--- src/rtl/trojan_mon_pkg.sv ---
// trojan_mon_pkg: shared state encoding and default parameters for the node monitor
package trojan_mon_pkg;
  typedef enum logic [1:0] {IDLE, FLUSH, RUN, DONE} mon_state_t;
  localparam int WIN_LEN_DEF  = 256;
  localparam int LAT_DEF      = 3;
  localparam int RARE_THR_DEF = 4;
endpackage

--- src/rtl/rare_node_monitor_golden_delay.sv ---
// golden_delay: LAT-deep shift register aligning the golden stream with the subcircuit output
module golden_delay #(
  parameter int LAT = 3
) (
  input  logic clk_i,
  input  logic rst_n_i,
  input  logic d_i,
  output logic q_o
);
  logic [LAT-1:0] sr_q;
  always_ff @(posedge clk_i)
    if (!rst_n_i) sr_q <= '0;
    else sr_q <= (sr_q << 1) | LAT'(d_i);
  assign q_o = sr_q[LAT-1];
endmodule

--- src/rtl/rare_node_monitor.sv ---
// rare_node_monitor: windowed ones/toggle/golden-mismatch counting with rare and mismatch flags
module rare_node_monitor
  import trojan_mon_pkg::*;
#(
  parameter int WIN_LEN  = WIN_LEN_DEF,
  parameter int LAT      = LAT_DEF,
  parameter int RARE_THR = RARE_THR_DEF,
  localparam int CNT_W   = $clog2(WIN_LEN + 1)
) (
  input  logic             I1470_clk,
  input  logic             I1477_rst,
  input  logic             start,
  input  logic             node_in,
  input  logic             golden_in,
  output logic             busy,
  output logic             done,
  output logic [CNT_W-1:0] ones_cnt,
  output logic [CNT_W-1:0] toggle_cnt,
  output logic [CNT_W-1:0] mismatch_cnt,
  output logic             rare_flag,
  output logic             mismatch_flag
);
  localparam int FL_W = $clog2(LAT + 1);
  mon_state_t       state_q;
  logic [FL_W-1:0]  flush_q;
  logic [CNT_W-1:0] ones_q, tog_q, mis_q, samp_q;
  logic [CNT_W-1:0] ones_d, tog_d, mis_d;
  logic             prev_q, rare_q, misf_q, golden_d, last_d;
  function automatic logic [CNT_W-1:0] sat_inc(input logic [CNT_W-1:0] c, input logic b);
    return (b && c != CNT_W'(WIN_LEN)) ? c + 1'b1 : c;
  endfunction
  golden_delay #(.LAT(LAT)) u_golden_delay (
    .clk_i  (I1470_clk),
    .rst_n_i(I1477_rst),
    .d_i    (golden_in),
    .q_o    (golden_d)
  );
  always_comb begin
    ones_d = sat_inc(ones_q, node_in);
    mis_d  = sat_inc(mis_q, node_in ^ golden_d);
    tog_d  = (samp_q == '0) ? tog_q : sat_inc(tog_q, node_in ^ prev_q);
    last_d = samp_q == CNT_W'(WIN_LEN - 1);
  end
  always_ff @(posedge I1470_clk)
    if (!I1477_rst) begin
      state_q <= IDLE;
      flush_q <= '0;
      ones_q  <= '0;
      tog_q   <= '0;
      mis_q   <= '0;
      samp_q  <= '0;
      prev_q  <= 1'b0;
      rare_q  <= 1'b0;
      misf_q  <= 1'b0;
    end else begin
      case (state_q)
        IDLE, DONE: if (start) begin
          state_q <= FLUSH;
          flush_q <= FL_W'(LAT);
          ones_q  <= '0;
          tog_q   <= '0;
          mis_q   <= '0;
          samp_q  <= '0;
          prev_q  <= 1'b0;
          rare_q  <= 1'b0;
          misf_q  <= 1'b0;
        end
        FLUSH: begin
          flush_q <= flush_q - 1'b1;
          if (flush_q == FL_W'(1)) state_q <= RUN;
        end
        RUN: begin
          ones_q <= ones_d;
          tog_q  <= tog_d;
          mis_q  <= mis_d;
          prev_q <= node_in;
          samp_q <= samp_q + 1'b1;
          // flags use the post-sample counts so the final sample is included
          if (last_d) begin
            state_q <= DONE;
            rare_q  <= ones_d < CNT_W'(RARE_THR) || ones_d > CNT_W'(WIN_LEN - RARE_THR);
            misf_q  <= mis_d != '0;
          end
        end
      endcase
    end
  assign busy          = state_q == FLUSH || state_q == RUN;
  assign done          = state_q == DONE;
  assign ones_cnt      = ones_q;
  assign toggle_cnt    = tog_q;
  assign mismatch_cnt  = mis_q;
  assign rare_flag     = rare_q;
  assign mismatch_flag = misf_q;
endmodule

--- config.mk ---
export PLATFORM = sky130hd
export DESIGN_NAME = rare_node_monitor
export DESIGN_NICKNAME = d
export VERILOG_FILES = /design/src/rtl/trojan_mon_pkg.sv /design/src/rtl/rare_node_monitor_golden_delay.sv /design/src/rtl/rare_node_monitor.sv
export SDC_FILE = /design/constraint.sdc
export NUM_CORES = 1
export LEC_CHECK = 0
export ABC_AREA = 1
export CORE_ASPECT_RATIO = 0.9
export CORE_MARGIN = 3
export CORE_UTILIZATION = 57
export CTS_CLUSTER_SIZE = 25
export DETAILED_ROUTE_END_ITERATION = 12
export DONT_BUFFER_PORTS = 1
export PLACE_DENSITY = 0.74
export SLEW_MARGIN = 5
export SYNTH_ARGS = -nofsm -noshare
export SYNTH_HDL_FRONTEND = slang
export SYNTH_SLANG_ARGS = --single-unit
--- constraint.sdc ---
create_clock -name I1470_clk -period 1.7 [get_ports I1470_clk]
set_clock_uncertainty 0.1 [all_clocks]
set_input_delay 0 -clock I1470_clk [delete_from_list [all_inputs] [get_ports I1470_clk]]
set_output_delay 0 -clock I1470_clk [all_outputs]
set_load 0.02 [all_outputs]
==> results.cfg <==
[run_status]
status = finished with violations
failed_checks = negative hold slack, negative setup slack

[power]
power_density_nw_per_um2 = 937
power.leakage_nw = 1.65
peakVddDrop_mv = 1.16

[routing]
routed_wl_um = 9070
route.vias.total = 3223
drt_pass1_iterations = 5
viasPerCell = 5.62
drtIter0Drc = 275
detail_route.wl_per_cell_um = 15.8
route.detailed.drc = 0
drtAntennaViolNets = 0

[place]
dp_slack_ns = -0.139
gp_congestion = 0.866
portBuffers = 0
hpwl_um = 5340
dp_cells = 550

[synth]
syn-num-nets = 454
netlist_area_um2 = 2870
synth.yosys.seq_area_share_pct = 32.1
yosys.area.top_type = dfxtp_1
synth-edff-count = 0
syn_inst = 435
syn_avg_cell_area_um2 = 6.59
synth_seq_cells = 46
ys_types = 34
ys_warn_count = 0
ys_async_sr_fraction_pct = 0
synth-main-ff-cell = dfxtp_1
synth.top_cell.area_share_pct = 32.1
synthTopCellsByArea = dfxtp_1 32%, nand2_1 18%, a21oi_1 6.6%

[floorplan]
io_pins = 36
start_util_pct = 61.5
die_y_um = 73.3
die_w_um = 80.8
core-area_um2 = 4660
core.rowCount = 23
dieArea_um2 = 5920

[hold_path]
holdCritPathClass = primary input to flip-flop
min_delay_path_depth = 2
min_from = I1477_rst
worstHoldEndpoint = samp_q[7]

[cts]
cts_buffers = 5
clkLatencyLatePin_ns = 0.30
hold_buffers = 5
clk_pin_slew_ns = 0.08
root_buffer = clkbuf_8
cts_tree = done
cts_htree_levels = 2
clk_path_buf_depth = 2
clock-sinks = 46

[job]
drv_cap = 0

[cells_and_area]
final_cell_mix = 123 x nand2_1, 67 x buf_4, 37 x inv_1, 34 x dfxtp_1, 29 x nor2_1
syn_to_final_growth_pct = 39.9
drive_above_1_share_pct = 37.0
fin_cells = 573
final_common_cell = nand2_1
diodes = 0
layout.nets = 530
filler_cell_count = 266

[timing]
tns_ns = -2.58
setup_viol = 39
final_max_slew_viol_count = 0
fmax_mhz = 531
worstMarginPinSlew_ns = 0.658
period_minus_slack_ns = 1.88
relSlewSlack_pct = 56.1
rsz0062_at_grt = true
whs_ns = -0.254
fin_crit_sh_pct = 111
setup_slack_ns = -0.184
hold_viol = 11

[grt]
grt_first_pass_wirelength_um = 12900
antenna_found_initial = 0
grt_max_degree = 21
grt_use_total_pct = 27.4
grt_pass1_vias = 2934
overflow = 0

[critical_path]
timing.rr.start = samp_q[0]
required_ns = 1.77
critPathCaptureType = flip-flop
r2r_end = state_q[0]
ff2ff_path_depth = 11
critPathKind = flip-flop to flip-flop
worst_ep_arrival_time_ns = 1.96
crit_start = samp_q[0]
r2r_setup_slack_ns = -0.18
crit_fanout = 4
cp-start-kind = flip-flop
-- power by group --
group / leakage (nW) / switching [mW] / total (mW) / internal (mW)
Combinational: 1.23 / 1.10 / 1.91 / 0.808
Sequential: 0.379 / 0.0568 / 1.21 / 1.15
Clock: 0.0383 / 0.353 / 0.636 / 0.284
-- cells in the mapped netlist (2+ instances only) --
cell type  count
nor3_2         2
clkbuf_1       6
inv_1         44
nand2_2        5
inv_2         10
dfxtp_1       46
nand2_1      137
xnor2_1        5
xor2_1         4
buf_6          2
o21ai_0        9
nor2_1        34
a21oi_1       38
clkinv_1       2
nor3b_1        2
nand4_1        6
nor2_2         6
nand3_1       33
nor3_1         6
o21ai_1        2
buf_2          2
nor2_4         4
a21oi_2        2
ha_1          14
o22ai_1        2
nand2_4        4
-- through the flow --
step | util (%) | power, mW | area [um^2]
4_1_cts | 79.7 | 3.42 | 3710
5_1_grt | 86.0 | 3.95 | 4010
3_5_place_dp | 73.8 | 2.61 | 3440
6_report | 86.0 | 3.76 | 4010
2_1_floorplan | - | 2.10 | 2910
3_3_place_gp | 73.8 | 2.57 | 3440
-- repair_timing --
item                                    CTS  global route
endpoints found under the setup margin   38            40
gates resized for setup                  37            59
pin swaps                                16            28
buffers inserted                          3             7
gates cloned                              1             1
hold endpoints to repair                 20            11
-- kinds of logic after synthesis --
group | Yosys count | synth area share, %
buffers and inverters | 66 | 9.25
and+or+nand+nor | 244 | 39.4
DFF | 46 | 32.1
AOI/OAI and AO/OA | 56 | 10.4
adders and majority gates | 14 | 6.11
xor gates and xnor gates | 9 | 2.75
-- final cells by class --
| type | count | area [um^2] | area share, % |
|---|---|---|---|
| inverter | 56 | 229 | 5.71 |
| tap | 62 | 77.6 | 1.94 |
| clock buffer | 7 | 76.3 | 1.90 |
| timing repair buffer | 78 | 664 | 16.6 |
| multi-input combinational | 324 | 2020 | 50.3 |
| sequential | 46 | 943 | 23.5 |
-- worst max path at each step --
stage | to | cells after the start
global placement | samp_q[1] | 12
detailed placement | samp_q[1] | 12
global route | state_q[1] | 11
CTS | toggle_cnt[4] | 12
floorplan | samp_q[7] | 13
finish | state_q[0] | 11
-- worst max-delay path: stages (launching register included) --
cell	delay [ns]
dfxtp_2	0.36
ha_4	0.14
nand2_2	0.05
inv_2	0.05
nand4_1	0.12
nor3_2	0.14
ha_2	0.20
inv_2	0.05
nand2_2	0.06
o211ai_1	0.20
o21ai_1	0.22
a21oi_1	0.07
-- metal layers --
metal	wire, um	vias to the layer above	track usage [%]
met5	0	-	0
met1	3710	1507	34.8
li1	-	1543	-
met4	197	0	8.63
met2	4500	148	46.7
met3	670	25	5.51
-- state kept, by name, indices dropped and copies added, names as in the netlist --
register / flops
mismatch_cnt: 9
ones_cnt: 9
samp_q: 9
toggle_cnt: 9
u_golden_delay.sr_q: 3
flush_q: 2
state_q: 2
mismatch_flag: 1
prev_q: 1
rare_flag: 1
Note: power is estimated with default switching activity, not from simulation.
